[config.mk]
export PLATFORM = sky130hd
export DESIGN_NAME = xgemac_tx_pkt_buffer
export DESIGN_NICKNAME = d
export VERILOG_FILES = /design/src/rtl/xgemac_tx_pkt_buffer.sv
export SDC_FILE = /design/constraint.sdc
export NUM_CORES = 1
export LEC_CHECK = 0
export CAP_MARGIN = 20
export CORE_ASPECT_RATIO = 0.75
export CORE_MARGIN = 2
export CORE_UTILIZATION = 40
export CTS_CLUSTER_DIAMETER = 40
export DETAILED_ROUTE_END_ITERATION = 7
export SETUP_SLACK_MARGIN = 0.2
export SKIP_LAST_GASP = 1
export SYNTH_ARGS = -nofsm -noshare
export SYNTH_HDL_FRONTEND = slang
export SYNTH_SLANG_ARGS = --single-unit
export TNS_END_PERCENT = 50
[constraint.sdc]
create_clock -name clk -period 8.1 [get_ports clk]
set_input_delay 2.025 -clock clk [delete_from_list [all_inputs] [get_ports clk]]
set_output_delay 2.025 -clock clk [all_outputs]
set_load 0.05 [all_outputs]
[src/rtl/xgemac_tx_pkt_buffer.sv]
// Transmit packet buffer in front of the 10G MAC: framing-checked ingress FIFO
// with cut-through or store-and-forward egress into a registered MAC interface.
module xgemac_tx_pkt_buffer #(
   parameter int DATA_WIDTH = 64,
   parameter int MOD_WIDTH  = 3,
   parameter int DEPTH      = 16,
   parameter int STORE_FWD  = 0
) (
   input  logic                  clk,
   input  logic                  rst,
   input  logic [DATA_WIDTH-1:0] in_data,
   input  logic                  in_val,
   input  logic                  in_sop,
   input  logic                  in_eop,
   input  logic [MOD_WIDTH-1:0]  in_mod,
   output logic                  in_ready,
   output logic [DATA_WIDTH-1:0] pkt_tx_data,
   output logic                  pkt_tx_val,
   output logic                  pkt_tx_sop,
   output logic                  pkt_tx_eop,
   output logic [MOD_WIDTH-1:0]  pkt_tx_mod,
   input  logic                  pkt_tx_full,
   output logic                  framing_err,
   output logic [31:0]           pkt_cnt,
   output logic [15:0]           err_cnt
);
   localparam int AW = $clog2(DEPTH);
   localparam logic [AW:0] FULL_CNT = (AW+1)'(DEPTH);

   typedef struct packed {
      logic [DATA_WIDTH-1:0] data;
      logic                  sop;
      logic                  eop;
      logic [MOD_WIDTH-1:0]  mod;
   } word_t;

   typedef enum logic {IN_IDLE, IN_PKT}   in_state_t;
   typedef enum logic {EG_IDLE, EG_XFER}  eg_state_t;

   word_t       mem [DEPTH];
   word_t       head;
   in_state_t   in_st, in_nxt;
   eg_state_t   eg_st, eg_nxt;
   logic [AW:0] wr_ptr, wr_vis, rd_ptr;
   logic [AW:0] fifo_count, vis_count, cpkt;
   logic        in_acc, wr_en, wr_sop, ferr_d, wr_eop_q;
   logic        start_ok, eligible, rd_en;

   assign fifo_count = wr_ptr - rd_ptr;
   assign vis_count  = wr_vis - rd_ptr;
   assign in_ready   = rst && (fifo_count < FULL_CNT);
   assign in_acc     = in_val && in_ready;
   assign head       = mem[rd_ptr[AW-1:0]];

   // Ingress framing: stray continuation words are dropped, nested sops are demoted.
   always_comb begin
      in_nxt = in_st;
      wr_en  = 1'b0;
      wr_sop = in_sop;
      ferr_d = 1'b0;
      if (in_acc) begin
         case (in_st)
            IN_IDLE: begin
               if (in_sop) begin
                  wr_en = 1'b1;
                  if (!in_eop) in_nxt = IN_PKT;
               end else begin
                  ferr_d = 1'b1;
               end
            end
            IN_PKT: begin
               wr_en  = 1'b1;
               wr_sop = 1'b0;
               ferr_d = in_sop;
               if (in_eop) in_nxt = IN_IDLE;
            end
            default: in_nxt = IN_IDLE;
         endcase
      end
   end

   always_ff @(posedge clk) begin
      if (wr_en)
         mem[wr_ptr[AW-1:0]] <= {in_data, wr_sop, in_eop, (in_eop ? in_mod : {MOD_WIDTH{1'b0}})};
   end

   // Egress sees writes one edge late (wr_vis), giving the two-edge fill latency;
   // a full FIFO with no complete packet starts anyway so store-and-forward cannot deadlock.
   always_comb begin
      start_ok = (STORE_FWD == 0) || (cpkt != '0) || (vis_count == FULL_CNT);
      eligible = (vis_count != '0) && ((eg_st == EG_XFER) || (head.sop && start_ok));
      rd_en    = eligible && !pkt_tx_full;
      eg_nxt   = eg_st;
      if (rd_en) eg_nxt = head.eop ? EG_IDLE : EG_XFER;
   end

   always_ff @(posedge clk or negedge rst) begin
      if (!rst) begin
         in_st       <= IN_IDLE;
         eg_st       <= EG_IDLE;
         wr_ptr      <= '0;
         wr_vis      <= '0;
         rd_ptr      <= '0;
         wr_eop_q    <= 1'b0;
         cpkt        <= '0;
         framing_err <= 1'b0;
         err_cnt     <= '0;
         pkt_cnt     <= '0;
         pkt_tx_val  <= 1'b0;
         pkt_tx_data <= '0;
         pkt_tx_sop  <= 1'b0;
         pkt_tx_eop  <= 1'b0;
         pkt_tx_mod  <= '0;
      end else begin
         in_st       <= in_nxt;
         eg_st       <= eg_nxt;
         wr_vis      <= wr_ptr;
         wr_eop_q    <= wr_en && in_eop;
         framing_err <= ferr_d;
         if (wr_en) wr_ptr <= wr_ptr + 1'b1;
         if (rd_en) rd_ptr <= rd_ptr + 1'b1;
         if (ferr_d && err_cnt != 16'hFFFF) err_cnt <= err_cnt + 16'd1;
         if (pkt_tx_val && pkt_tx_eop) pkt_cnt <= pkt_cnt + 32'd1;
         // cpkt counts complete packets whose eop is already visible to egress
         case ({wr_eop_q, rd_en && head.eop})
            2'b10:   cpkt <= cpkt + 1'b1;
            2'b01:   cpkt <= cpkt - 1'b1;
            default: cpkt <= cpkt;
         endcase
         pkt_tx_val  <= rd_en;
         pkt_tx_data <= rd_en ? head.data : '0;
         pkt_tx_sop  <= rd_en && head.sop;
         pkt_tx_eop  <= rd_en && head.eop;
         pkt_tx_mod  <= rd_en ? head.mod : '0;
      end
   end
endmodule

# After elaboration in Yosys (flattened, before gate mapping)
# Memory sizes are Yosys's and may differ from the RTL's.
# Cells that the tools add are included.
[totals]
reg_bits = 136
output_inout_bits = 120
elab_cells = 51
n_memories = 1
inputBits = 73
mem_bits_rw = 1104
[mem_list]
columns = ["memory", "depth", "word_bits", "rd", "rd_clocked_by_memory_dff", "wr", "line", "source"]
rows = [
  ["mem", 16, 69, 1, 0, 1, "40", "word_t mem [DEPTH];"],
]
[op_classes]
n_reduce_logical = 11
n_mux = 17
eq_ne = 1
order_cmp = 1
bitwise = 1
n_addsub = 6
[op_table]
columns = ["cell", "count"]
rows = [
  ["$mux W64", 1],
  ["$add A32 B1 Y32 const B", 1],
  ["$add A16 B1 Y16 const B", 1],
  ["$ne A16 B16 Y1 const B", 1],
  ["$mux W1", 11],
  ["$add A5 B1 Y5 const B", 2],
  ["$sub A5 B5 Y5", 2],
  ["$logic_and A1 B1 Y1", 8],
  ["$mux W3", 2],
  ["$pmux W1 S2", 3],
  ["$lt A5 B5 Y1 const B", 1],
  ["$reduce_bool A5 Y1", 1],
  ["$logic_not A1 Y1", 1],
  ["$logic_or A1 B1 Y1", 1],
  ["$not A1 Y1", 1],
]

# Depth between registers and ports, before layout
# Gate-level depths: netlist (run 1).
[depth]
ltp_word = 7
depth_mapped = 12
mapped_depth_nobuf = 8

# Least setup slack after synthesis (run 1)
# OpenSTA, ideal clock, no wires.
[synth_path]
path_kind = "input to register"
startpoint = "in in_sop"
endpoint = "mem mem[10][0] (netlist bit), enable pin"
t_arrival_ns = 5.665
setup_ns = 0.497
t_required_ns = 7.603
path_slack_ns = 1.938
n_path_buf = 0
stages = 5
cell_sequence = "inv_1 -> ha_1 -> a211oi_4 -> nand3b_1 -> nor2_1"
[synth_between]
elab_chain_len = 5
[synth_lines]
columns = ["item", "line", "source"]
rows = [
  ["start, declared", "13", "input logic in_sop,"],
  ["$mux W1", "64", "if (in_sop) begin"],
  ["$pmux W1 S2", "62", "case (in_st)"],
  ["$mux W1", "61", "if (in_acc) begin"],
  ["$mux W1", "83", "if (wr_en)"],
  ["$mux W1", "84", "mem[wr_ptr[AW-1:0]] <= {in_data, wr_sop, in_eop, (in_eop ? in_mod : {MOD_WIDTH{1'b0}})};"],
  ["end, declared", "40", ""],
]
# No other way between the ends.

# Worst setup path in the final report (run 1)
[layout_path]
startpoint = "reg rd_ptr[3]"
endpoint = "out in_ready"
[layout_between]
elab_chain_len = 3
[layout_lines]
columns = ["item", "line", "source"]
rows = [
  ["start, declared", "44", "logic [AW:0] wr_ptr, wr_vis, rd_ptr;"],
  ["start signal, assigned", "121", "if (rd_en) rd_ptr <= rd_ptr + 1'b1;"],
  ["$sub A5 B5 Y5", "49", "assign fifo_count = wr_ptr - rd_ptr;"],
  ["$lt A5 B5 Y1", "51", "assign in_ready = rst && (fifo_count < FULL_CNT);"],
  ["$logic_and A1 B1 Y1", "51", ""],
  ["end, declared", "16", "output logic in_ready,"],
]
# No other way between the ends.

==> results of run 1 <==
[cell usage in the layout (no fill, tap or decap), types with 5 or more instances in the layout]
cell type | synthesis | final
clkbuf_1 | 56 | 11
clkinv_2 | 0 | 13
xnor2_1 | 43 | 43
clkinv_1 | 0 | 23
nor2_1 | 29 | 25
mux4_2 | 344 | 344
inv_6 | 0 | 16
dfrtp_1 | 136 | 133
clkinv_4 | 0 | 9
nand3_1 | 26 | 26
clkdlybuf4s50_1 | 0 | 191
xor2_1 | 12 | 12
inv_8 | 0 | 5
buf_4 | 5 | 36
bufinv_16 | 0 | 14
nand2_1 | 21 | 21
nand4_1 | 11 | 11
clkbuf_16 | 0 | 147
inv_1 | 18 | 17
ha_1 | 16 | 16
and3_1 | 75 | 75
and2_1 | 16 | 5
clkinvlp_4 | 0 | 9
and2_4 | 0 | 11
edfxtp_1 | 1104 | 1104
a21oi_1 | 6 | 6
[area by class of cell]
type	instances	area (um2)	share of cell area (%)
flip-flops and latches	1240	36600	65.9
multi-input cells	647	9940	17.9
clock buffers	160	3750	6.75
repair buffers	232	2270	4.10
well taps	1540	1930	3.47
clock inverters	92	975	1.76
inverters	19	78.8	0.142
[power groups by stage]
| stage | clock network (mW) | logic [mW] | registers [mW] |
|---|---|---|---|
| after floorplan | 0 | 3.19 | 8.00 |
| after global placement | 0 | 4.99 | 7.70 |
| after detailed placement | 0 | 5.02 | 7.71 |
| after CTS | 6.53 | 5.04 | 7.58 |
| after global routing | 6.78 | 5.29 | 7.61 |
| final | 6.40 | 4.96 | 7.57 |
[state kept, by name, indices dropped and copies added, names as in the netlist]
register     count
mem           1104
pkt_tx_data     64
pkt_cnt         32
err_cnt         16
rd_ptr           5
wr_ptr           5
wr_vis           5
pkt_tx_mod       3
eg_st            1
framing_err      1
in_st            1
pkt_tx_eop       1
pkt_tx_sop       1
pkt_tx_val       1
[routing by layer]
metal | vias to the layer above | GRT usage (%)
li1 | 8994 | -
met1 | 11700 | 27.7
met2 | 803 | 26.3
met3 | 141 | 4.36
met4 | 0 | 4.66
met5 | - | 0
[path summary, 6_finish.rpt]
path / depth (start not counted) / from / slack (ns) / end
setup reg to reg: 9 / rd_ptr[1]$_DFFE_PN0P_ / 3.23 / rd_ptr[2]$_DFFE_PN0P_
hold / removal: 1 / pkt_cnt[31]$_DFFE_PN0P_ / 0.47 / pkt_cnt[31]$_DFFE_PN0P_
hold reg to reg: 1 / pkt_cnt[31]$_DFFE_PN0P_ / 0.47 / pkt_cnt[31]$_DFFE_PN0P_
max in group asynchronous: 2 / rst / 5.58 / rd_ptr[2]$_DFFE_PN0P_
min in group asynchronous: 1 / rst / 1.17 / pkt_tx_eop$_DFF_PN0_
setup / recovery: 6 / rd_ptr[3]$_DFFE_PN0P_ / 2.29 / in_ready
[worst max-delay path, delay by kind of cell (launching register included)]
| family | cells | cell delay (ns) |
|---|---|---|
| buf+inv | 2 | 1.34 |
| simple gates | 2 | 0.52 |
| flops | 1 | 0.48 |
| compound gates | 1 | 0.37 |
| fa+ha+maj | 1 | 0.33 |
[kinds of logic (layout without fill, tap and decap cells)]
family,after synthesis,in the layout
simple gates,207,207
flops,1240,1240
buf+inv,114,503
mux,350,350
xor+xnor,55,55
compound gates,19,19
fa+ha+maj,16,16
==> flow_summary.json, run 1 <==
{
  "yosys.area_share.simple_pct": 2.54,
  "cp-end-kind": "output pin",
  "outcome": "finished clean",
  "slowest_stage": "clkdlybuf4s50_1",
  "cts_hold_buf": 0,
  "worstHoldPathType": "flip-flop to flip-flop",
  "power.switching_mw": 5.49,
  "dp_cells": 3675,
  "finalCritPeriodShare_pct": 71.7,
  "utilization_pct": 47.8,
  "setup_viol": 0,
  "holdWs_ns": 0.472,
  "worstPathMaxFanout": 36,
  "ys_ff_latch": 1240,
  "synth_cells": 2001,
  "synth-main-ff-cell": "edfxtp_1",
  "relSlewSlack_pct": 25.2,
  "synth_common_cells": "1104 x edfxtp_1, 344 x mux4_2, 136 x dfrtp_1",
  "p_total_mw": 18.9,
  "synth-async-reset-ratio_pct": 11.0,
  "wl_met1_mm": 49.0,
  "antenna_found_initial": 7,
  "grt_pass1_wl_mm": 158,
  "finalSetupTns_ns": 0,
  "grt-ovfl-total": 0,
  "syn-cell-area_um2": 47000,
  "drv_cap": 0,
  "final_area_um2": 55500,
  "io_pins": 193,
  "final-instance-count-excl-fill": 3930,
  "synth-adder-area-share_pct": 0.426,
  "synth_xor_area_share_pct": 1.03,
  "drive_gt1_share_pct": 26.8,
  "ys_seq_area_share_pct": 77.9,
  "vias_per_cell": 5.51,
  "drt_wl_total_mm": 107,
  "fin_skew_ns": 0.0286,
  "drtIter0Drc": 2411,
  "cts-resized-gates": 0,
  "place_area_um2": 50700,
  "p_int_mw": 13.4,
  "final_hold_viol_count": 0,
  "ir_drop_mv": 0.286,
  "yosys_warnings": 0,
  "synth_top_area_share_pct": 70.6,
  "grt_pass1_vias": 22600,
  "synth_top_family_by_area": "multiplexers",
  "syn_nets": 2090,
  "switching_share_pct": 29.0,
  "rows": 108,
  "ys_top_cells_by_area": "edfxtp_1 71%, mux4_2 17%, dfrtp_1 7.2%",
  "place_congestion": 0.741,
  "synth_compound_area_share_pct": 0.397,
  "required_ns": 6.08,
  "wl_met2_mm": 48.0,
  "arrival_ns": 3.79,
  "ant_nets": 0,
  "die_h_um": 301,
  "tightest_slew_ns": 1.12,
  "yosys.area.top_type": "edfxtp_1",
  "synthMuxAreaShare_pct": 16.6,
  "cts_inserted_buffers": 137,
  "die_w_um": 400,
  "vias": 21600,
  "critPathKind": "flip-flop to output pin",
  "area_growth_syn_to_layout_pct": 18.2,
  "max_freq_mhz": 172,
  "diodes": 0,
  "p_clk_share_pct": 33.8,
  "dr_wl_met3_mm": 8.18,
  "cp_cell_sequence": "inv_6 -> ha_1 -> nor2_1 -> or3_4 -> a21boi_0 -> clkdlybuf4s50_1",
  "fin_nets": 2366,
  "htree_levels": 4,
  "track_usage_pct": 18.2,
  "hpwl_mm": 59.7,
  "core-area_um2": 116000,
  "fillers": 9175,
  "synth.avg_cell_area_um2": 23.5,
  "clk_latency_ns": 0.76,
  "start_util_pct": 40.5,
  "start_kind": "flip-flop",
  "rsz0062_at_grt": "false",
  "portBuffers": 192,
  "clkSlewWorstSetupHoldPaths_ns": 0.06,
  "seqPwrFrac_pct": 40.0,
  "tritoncts": "built",
  "power_frac_comb_pct": 26.2,
  "dr.max_layer_used": "met4",
  "drcViolationCount": 0,
  "yosysMostFrequentCell": "edfxtp_1",
  "max_stage_delay_ns": 0.88,
  "cts_num_sinks": 1240,
  "die_area_um2": 120000,
  "clockBufferDepth": 3,
  "synthDistinctLibCells": 48,
  "root_buffer": "clkbuf_16",
  "synth-edff-count": 1104,
  "pre_cts_ws_ns": 2.38,
  "slew_violations": 0,
  "layout_setup_ws_ns": 2.29,
  "post_cts_buffers": 0,
  "drtPass1Iterations": 6,
  "powerDensity_nw_per_um2": 341,
  "post-route-min-period_ns": 5.81,
  "power_leakage_nw": 18.2,
  "grt_max_degree": 149,
  "wl_per_cell_um": 27.2
}
(Power assumes the default switching activity.)
==> inputs of run 2 (changes only) <==
Clock period 8.1 ns to 5.1 ns, I/O delays scaled along.
==> run 2 against run 1 <==
  * Power is 60% higher
  * Highest routed layer is now met5
  * Clock skew is 0.0027 ns higher
  * Clock power is 64% higher
==> flow_summary.json, run 2 (synthesis results as in run 1) <==
{
  "drtIter0Drc": 2098,
  "rows": 108,
  "final_hold_viol_count": 0,
  "grt_pass1_vias": 22700,
  "power_leakage_nw": 18.4,
  "arrival_ns": 3.32,
  "p_int_mw": 21.7,
  "holdWs_ns": 0.411,
  "required_ns": 3.83,
  "rsz0062_at_grt": "false",
  "critPathKind": "flip-flop to output pin",
  "io_pins": 193,
  "cp_cell_sequence": "inv_6 -> ha_1 -> a2111oi_4 -> or3_4 -> a21boi_0 -> dlygate4sd2_1",
  "switching_share_pct": 28.4,
  "ir_drop_mv": 0.451,
  "ant_nets": 0,
  "drv_cap": 0,
  "finalCritPeriodShare_pct": 90.1,
  "clockBufferDepth": 3,
  "final_cell_mix": "1104 x edfxtp_1, 344 x mux4_2, 190 x clkdlybuf4s50_1",
  "outcome": "finished clean",
  "cts_inserted_buffers": 141,
  "post_cts_buffers": 0,
  "grt_max_degree": 157,
  "grt_pass1_wl_mm": 152,
  "clkSlewWorstSetupHoldPaths_ns": 0.06,
  "portBuffers": 192,
  "relSlewSlack_pct": 26.4,
  "tightest_slew_ns": 1.10,
  "seqPwrFrac_pct": 39.1,
  "worstHoldPathType": "primary input to asynchronous set/reset pin",
  "layout_commonest_cell": "edfxtp_1",
  "max_freq_mhz": 218,
  "area_growth_syn_to_layout_pct": 19.3,
  "power.switching_mw": 8.60,
  "root_buffer": "clkbuf_16",
  "drt_wl_total_mm": 101,
  "grt-ovfl-total": 0,
  "cts_hold_buf": 0,
  "vias_per_cell": 5.44,
  "max_stage_delay_ns": 0.59,
  "track_usage_pct": 17.3,
  "die_h_um": 301,
  "clk_latency_ns": 0.76,
  "drive_gt1_share_pct": 27.2,
  "tritoncts": "built",
  "die_w_um": 400,
  "worstPathMaxFanout": 33,
  "largest_reg_flops": 1104,
  "cts_num_sinks": 1240,
  "fin_skew_ns": 0.0314,
  "fin_nets": 2380,
  "power_frac_comb_pct": 26.1,
  "die_area_um2": 120000,
  "start_kind": "flip-flop",
  "antenna_found_initial": 6,
  "vias": 21500,
  "drcViolationCount": 0,
  "drtPass1Iterations": 5,
  "cp-end-kind": "output pin",
  "htree_levels": 4,
  "powerDensity_nw_per_um2": 541,
  "final_area_um2": 56000,
  "place_congestion": 0.742,
  "slew_violations": 0,
  "wl_per_cell_um": 25.7,
  "p_clk_share_pct": 34.7,
  "start_util_pct": 40.5,
  "post-route-min-period_ns": 4.59,
  "setup_viol": 0,
  "core-area_um2": 116000,
  "slowest_stage": "dlygate4sd2_1",
  "hpwl_mm": 58.0,
  "place_area_um2": 51100
}
## run 2: cell count changes in the layout (fill, tap and decap cells not counted), sizes merged
cell           previous run  this run
clkinv                   48        39
dlygate4sd2               0         1
bufinv                   14        19
inv                      40        33
clkbuf                  161       178
clkdlybuf4s50           191       190
buf                      40        51
diode                     0         2
clkinvlp                  9         6
## run 2: final cells by class
type | instances | area [um2]
well taps | 1540 | 1930
repair buffers | 242 | 2550
flip-flops and latches | 1240 | 36600
multi-input cells | 647 | 9940
inverters | 19 | 78.8
clock buffers | 178 | 3850
diodes | 2 | 5.00
fillers | 9200 | 60100
clock inverters | 78 | 1080
## run 2: metrics by stage
step | power, mW | utilization (%) | setup slack (ns) | TNS, ns | std cells
after floorplan | 17.8 | - | -0.803 | -221.72 | 2001
after CTS | 30.8 | 48.2 | 0.404 | 0 | 3944
after detailed placement | 20.2 | 44.0 | 0.870 | 0 | 3688
final | 30.3 | 48.2 | 0.507 | 0 | 3946
after global placement | 20.1 | 44.0 | 0.926 | 0 | 3688
after global routing | 31.5 | 48.2 | 0.334 | 0 | 3945
## run 2: final timing paths
| kind | from | endpoint | slack [ns] | depth (start not counted) |
|---|---|---|---|---|
| max | rd_ptr[3]$_DFFE_PN0P_ | in_ready | 0.51 | 6 |
| min reg2reg | wr_ptr[4]$_DFFE_PN0P_ | wr_vis[4]$_DFF_PN0_ | 0.43 | 0 |
| max in group asynchronous | rst | rd_ptr[0]$_DFFE_PN0P_ | 3.40 | 2 |
| max reg2reg | rd_ptr[3]$_DFFE_PN0P_ | mem[8][44]$_DFFE_PP_ | 1.12 | 8 |
| min in group clk | wr_ptr[4]$_DFFE_PN0P_ | wr_vis[4]$_DFF_PN0_ | 0.43 | 0 |
| min | rst | pkt_cnt[3]$_DFFE_PN0P_ | 0.41 | 1 |
## run 2: what timing repair did
item | in CTS | in global routing
resized for setup | 1 | 0
endpoints found under the hold margin | 0 | 0
endpoints found under the setup margin | 1 | 0
## run 2: power by group through the flow
stage	Clock (mW)	Sequential (mW)	Combinational [mW]
finish	10.5	11.9	7.92
global route	11.2	11.9	8.47
CTS	10.8	11.9	8.12
detailed placement	0	12.1	8.10
global placement	0	12.1	8.06
floorplan	0	12.7	5.06
## run 2: per-layer routing
metal  global-route usage [%]  wire length (um)
met3                     3.83              7300
met5                        0                27
met2                     25.5             46200
met1                     25.9             46100
met4                     4.80              1810
## run 2: worst max-delay path, delay by kind of cell (launching register included)
family | cells | cell delay [ns]
adders and majority gates | 1 | 0.32
and+or+nand+nor | 1 | 0.44
AOI/OAI and AO/OA | 2 | 0.31
DFF | 1 | 0.48
buffers and inverters | 2 | 1.01
==> inputs of run 3 (changes only) <==
--- a/config.mk
+++ b/config.mk
@@ -11,3 +11,3 @@
 export CORE_UTILIZATION = 40
-export CTS_CLUSTER_DIAMETER = 40
+export CTS_CLUSTER_DIAMETER = 60
 export DETAILED_ROUTE_END_ITERATION = 7
==> constraint.sdc (replaced) <==
create_clock -name clk -period 3.79 [get_ports clk]
set_input_delay 0.9475 -clock clk [delete_from_list [all_inputs] [get_ports clk]]
set_output_delay 0.9475 -clock clk [all_outputs]
set_load 0.1 [all_outputs]
==> run 3 against run 2 <==
  * Sequential cell count unchanged
  * Setup slack got worse by 0.20 ns
  * Register-to-register slack worse by 0.75 ns
  * Hold slack improved by 0.015 ns
  * Clock-buffer cell count is 28 lower
  * Cell count down 0.68%
  * Cell area decreased by 1.3%
  * Utilization shrank 0.63 points
==> flow_summary.json, run 3 (synthesis results as in run 1) <==
{
  "setup_viol": 0,
  "slew_violations": 0,
  "cts_hold_buf": 0,
  "drv_cap": 0,
  "start_util_pct": 40.5,
  "fin_nets": 2370,
  "power.switching_mw": 12.4,
  "worstHoldPathType": "primary input to asynchronous set/reset pin",
  "place_congestion": 0.767,
  "slowest_stage": "dfrtp_4",
  "critPathKind": "flip-flop to output pin",
  "reg2reg_from": "rd_ptr[1]$_DFFE_PN0P_",
  "rsz0062_at_grt": "false",
  "dp_cells": 3702,
  "clkSlewWorstSetupHoldPaths_ns": 0.06,
  "max_freq_mhz": 287,
  "r2r_end": "mem[11][62]$_DFFE_PP_",
  "die_area_um2": 120000,
  "vias": 21300,
  "outcome": "finished clean",
  "vias_per_cell": 5.44,
  "hpwl_mm": 59.6,
  "cts_num_sinks": 1240,
  "power_frac_comb_pct": 30.5,
  "drtPass1Iterations": 5,
  "r2r_setup_slack_ns": 0.37,
  "r2r_cells": 8,
  "htree_levels": 3,
  "p_int_mw": 27.5,
  "grt_pass1_wl_mm": 154,
  "layout_setup_ws_ns": 0.310,
  "track_usage_pct": 17.5,
  "grt_max_degree": 137,
  "multiInputGateArea_um2": 9970,
  "busiest_layer": "met2",
  "die_w_um": 400,
  "finalCritPeriodShare_pct": 91.8,
  "switching_share_pct": 31.1,
  "largest_reg_flops": 1104,
  "fillers": 9261,
  "max_stage_delay_ns": 0.47,
  "powerDensity_nw_per_um2": 722,
  "start_kind": "flip-flop",
  "grt_use_met1_pct": 26.0,
  "root_buffer": "clkbuf_16",
  "drive_gt1_share_pct": 27.5,
  "ir_drop_mv": 0.495,
  "ant_nets": 0,
  "worstPathMaxFanout": 4,
  "fin_skew_ns": 0.0523,
  "grt-ovfl-total": 0,
  "portBuffers": 192,
  "cp_cell_sequence": "inv_2 -> ha_2 -> o21a_1 -> nor2_1 -> or3_4 -> a21boi_4 -> buf_12",
  "power_leakage_nw": 18.1,
  "core-area_um2": 116000,
  "grt_pass1_vias": 22600,
  "p_clk_share_pct": 29.6,
  "post-route-min-period_ns": 3.48,
  "cp-end-kind": "output pin",
  "diodes": 0,
  "met2_usage_pct": 26.7,
  "required_ns": 2.84,
  "layout_commonest_cell": "edfxtp_1",
  "die_h_um": 301,
  "tightest_slew_ns": 1.06,
  "drt_wl_total_mm": 104,
  "rows": 108,
  "final_cell_mix": "1104 x edfxtp_1, 344 x mux4_2, 169 x clkdlybuf4s50_1",
  "cts_inserted_buffers": 117,
  "drcViolationCount": 0,
  "clk_latency_ns": 0.72,
  "antenna_found_initial": 8,
  "io_pins": 193,
  "seqPwrFrac_pct": 39.9,
  "relSlewSlack_pct": 29.1,
  "arrival_ns": 2.53,
  "drtIter0Drc": 1716,
  "final-instance-count-excl-fill": 3919,
  "wl_per_cell_um": 26.4,
  "area_growth_syn_to_layout_pct": 17.7,
  "clockBufferDepth": 3,
  "seqCellArea_um2": 36600,
  "tritoncts": "built",
  "pre_cts_ws_ns": 0.0426,
  "final_hold_viol_count": 0,
  "grt_util_met3_pct": 3.69
}
-- run 3: cell count changes in the layout (fill, tap and decap cells not counted), moves of 7 or more --
cell and change:
clkbuf_16 -28, clkdlybuf4s50_1 -21, buf_12 +18, buf_4 +18
clkinv_2 +10, bufinv_16 -7, clkinv_1 +7
-- run 3: final cells by class --
cell class	count	area share [%]
inverters	19	0.149
clock inverters	67	1.30
flip-flops and latches	1240	66.2
multi-input cells	647	18.0
well taps	1540	3.49
clock buffers	150	5.76
repair buffers	256	5.11
-- run 3: worst max-delay path, delay by kind of cell (launching register included) --
| family | cells | cell delay (ns) |
|---|---|---|
| buffers and inverters | 2 | 0.30 |
| adder cells (fa/ha/maj) | 1 | 0.22 |
| AO/OA/AOI/OAI | 2 | 0.37 |
| flip-flops | 1 | 0.47 |
| AND/OR/NAND/NOR | 2 | 0.49 |
-- run 3: how the worst max path moves through the flow --
stage                                from               endpoint  slack [ns]  depth (start not counted)
floorplan           rd_ptr[1]$_DFFE_PN0P_   mem[10][0]$_DFFE_PP_       -0.04                         10
global placement                   in_sop  mem[11][44]$_DFFE_PP_        0.03                          7
detailed placement                 in_sop  mem[11][46]$_DFFE_PP_        0.04                          7
CTS                 rd_ptr[2]$_DFFE_PN0P_               in_ready        0.25                          7
global route        rd_ptr[2]$_DFFE_PN0P_               in_ready        0.22                          7
finish              rd_ptr[2]$_DFFE_PN0P_               in_ready        0.31                          7
-- run 3: timing repair --
item / CTS / global route
setup buffers: 0 / 0
resized for setup: 4 / 0
endpoints found under the setup margin: 1 / 0
-- run 3: stage by stage --
stage / util [%] / area [um2] / power [mW] / setup TNS (ns) / hold WS (ns)
2_1_floorplan: - / 47000 / 25.1 / -5.97 / 0.410
3_3_place_gp: 44.2 / 51400 / 28.5 / 0 / 0.456
3_5_place_dp: 44.2 / 51400 / 28.6 / 0 / 0.472
4_1_cts: 47.6 / 55300 / 40.4 / 0 / 0.453
5_1_grt: 47.6 / 55300 / 41.5 / 0 / 0.468
6_report: 47.6 / 55300 / 39.9 / 0 / 0.426
-- run 3: routing by layer --
layer  up-vias  part of all wire (%)
met4         6                   1.7
li1       8960                     -
met1     11600                    46
met3       139                   6.0
met5         -                 0.038
met2       604                    47
-- run 3: power by group through the flow --
stage,logic [mW],registers [mW],clock network (mW)
floorplan,6.91,18.2,0
global placement,12.4,16.2,0
detailed placement,12.4,16.2,0
CTS,12.5,15.9,12.0
global route,12.9,16.0,12.6
finish,12.2,15.9,11.8
==> variant, RTL diff (settings of run 2) <==
`DATA_WIDTH`: 64 -> 56.
--- a/src/rtl/xgemac_tx_pkt_buffer.sv
+++ b/src/rtl/xgemac_tx_pkt_buffer.sv
@@ -1,7 +1,7 @@
 // Transmit packet buffer in front of the 10G MAC: framing-checked ingress FIFO
 // with cut-through or store-and-forward egress into a registered MAC interface.
 module xgemac_tx_pkt_buffer #(
-   parameter int DATA_WIDTH = 64,
+   parameter int DATA_WIDTH = 56,
    parameter int MOD_WIDTH  = 3,
    parameter int DEPTH      = 16,
    parameter int STORE_FWD  = 0
Interface: changed (resized in_data and pkt_tx_data); port bits go from 193 to 177. The function was not compared with the original's and may differ.
==> variant against run 2 <==
Clock power is 11% lower. Power is 9.8% lower. Design area shrank 11%. Sequential cell count down 136. First-iteration DRC count decreased by 21%. Synthesized area down 11%. Combinational power fell by 7.2%. Wire length is 9.6% lower. Setup slack worse by 0.19 ns. Hold slack improved by 0.061 ns. Clock skew increased by 0.0039 ns. Sequential share of layout area shrank 0.28 points. Highest routed layer unchanged.
==> variant: results <==
set metrics [dict create \
    num-fill-cells 8261 \
    firstDrtPassIters 5 \
    syn_nets 1876 \
    clkLatencyLatePin_ns 0.73 \
    numCtsBuffers 134 \
    grt_pass1_wl_microns 136000 \
    ys_warn_count 0 \
    synth-edff-count 976 \
    cp_max_fo 4 \
    nNetsFinal 2159 \
    drt-wirelength-per-cell_microns 25.9 \
    skew_ns 0.0352 \
    outcome "finished, final reports clean" \
    drc 0 \
    ys.flop_type "edfxtp_1" \
    placed_area_sq_um 45600 \
    antenna_cells 0 \
    crit_arrival_ns 3.51 \
    post_cts_buffers 0 \
    hold_class "primary input to asynchronous set/reset pin" \
    synthArstFlopShare_pct 11.6 \
    grt_max_degree 145 \
    numPortBuffers 176 \
    largest_reg_flops 976 \
    cts_buffer_depth 3 \
    cts.root.buffer_cell "clkbuf_16" \
    grt_usage_pct 17.4 \
    grt_antenna_before_repair 5 \
    synthTopCellsByCount "edfxtp_1, mux4_2, dfrtp_1" \
    worstMarginPinSlew_ns 1.18 \
    viasPerCell 5.46 \
    p_leak_nw 16.3 \
    irDropWorstVdd_mv 0.463 \
    ys_top_cells_by_area "edfxtp_1, mux4_2, dfrtp_1, nor2b_1, xnor2_1" \
    cts_max_level 4 \
    clkSlewWorstSetupHoldPaths_ns 0.05 \
    synth_cell_type_count 42 \
    dr.first_iter.drc_count 1652 \
    hpwl_microns 51700 \
    ys_seq_area_share_pct 77.8 \
    grt_pass1_vias 20100 \
    cp_slowest_stage_delay_ns 0.84 \
    slowest_stage "clkdlybuf4s50_1" \
    drive_gt1_share_pct 27.2 \
    place_congestion 0.758 \
]
==> variant: cells by family (layout without fill, tap and decap cells) <==
logic type | Yosys count | in the layout | share of synthesized area [%]
AND/OR/NAND/NOR | 200 | 200 | 2.82
adder cells (fa/ha/maj) | 16 | 16 | 0.479
AO/OA/AOI/OAI | 11 | 11 | 0.192
flip-flops | 1104 | 1104 | 77.8
multiplexers | 314 | 314 | 16.6
buffers and inverters | 93 | 482 | 0.984
XOR/XNOR | 57 | 57 | 1.19
==> variant: what timing repair did <==
| action | 4_1_cts | 5_1_grt |
|---|---|---|
| endpoints found under the setup margin | 1 | 0 |
| endpoints found under the hold margin | 0 | 0 |
| resized for setup | 1 | 0 |
==> variant: metal layers <==
| metal | part of all wire (%) | track usage [%] |
|---|---|---|
| met3 | 6.4 | 3.78 |
| met4 | 2.0 | 5.01 |
| met2 | 46 | 26.1 |
| met5 | 0.039 | 0 |
| met1 | 45 | 25.6 |
==> variant: final timing paths <==
check,from,end,slack (ns),cells past startpoint
setup / recovery,rd_ptr[1]$_DFFE_PN0P_,in_ready,0.32,7
hold / removal,rst,err_cnt[2]$_DFFE_PN0P_,0.47,1
setup reg to reg,rd_ptr[1]$_DFFE_PN0P_,mem[3][13]$_DFFE_PP_,1.22,8
hold reg to reg,pkt_cnt[31]$_DFFE_PN0P_,pkt_cnt[31]$_DFFE_PN0P_,0.47,1
max in group asynchronous,rst,pkt_tx_data[18]$_DFF_PN0_,2.89,3
min in group clk,pkt_cnt[31]$_DFFE_PN0P_,pkt_cnt[31]$_DFFE_PN0P_,0.47,1
==> variant: critical path: cells and delay by family, from the launching register on <==
kind | cells | cell delay [ns]
buf+inv | 2 | 1.02
compound gates | 1 | 0.41
fa+ha+maj | 1 | 0.27
simple gates | 3 | 0.62
flops | 1 | 0.47
==> variant: cell type report <==
type                    instances  area [sq um]  share of cell area, %
inverters                      13          56.3                  0.113
clock buffers                 159          3560                   7.12
clock inverters                83           871                   1.74
well taps                    1352          1690                   3.38
repair buffers                227          2280                   4.56
flip-flops and latches       1104         32500                   65.0
multi-input cells             598          9040                   18.1
==> variant: through the flow <==
step                std cells  TNS [ns]  hold WS [ns]  setup WS, ns  util, %
floorplan                1795   -156.97         0.410        -0.991        -
global placement         3294         0         0.459         0.849     44.1
detailed placement       3294         0         0.471         0.857     44.1
CTS                      3536         0         0.439         0.292     48.4
global route             3536         0         0.482         0.245     48.4
finish                   3536         0         0.472         0.317     48.4
==> variant: power by group <==
part,total [mW],internal [mW],switching (mW)
Clock,9.35,5.62,3.74
Sequential,10.6,10.4,0.231
Combinational,7.35,3.40,3.96
Total,27.3,19.4,7.92
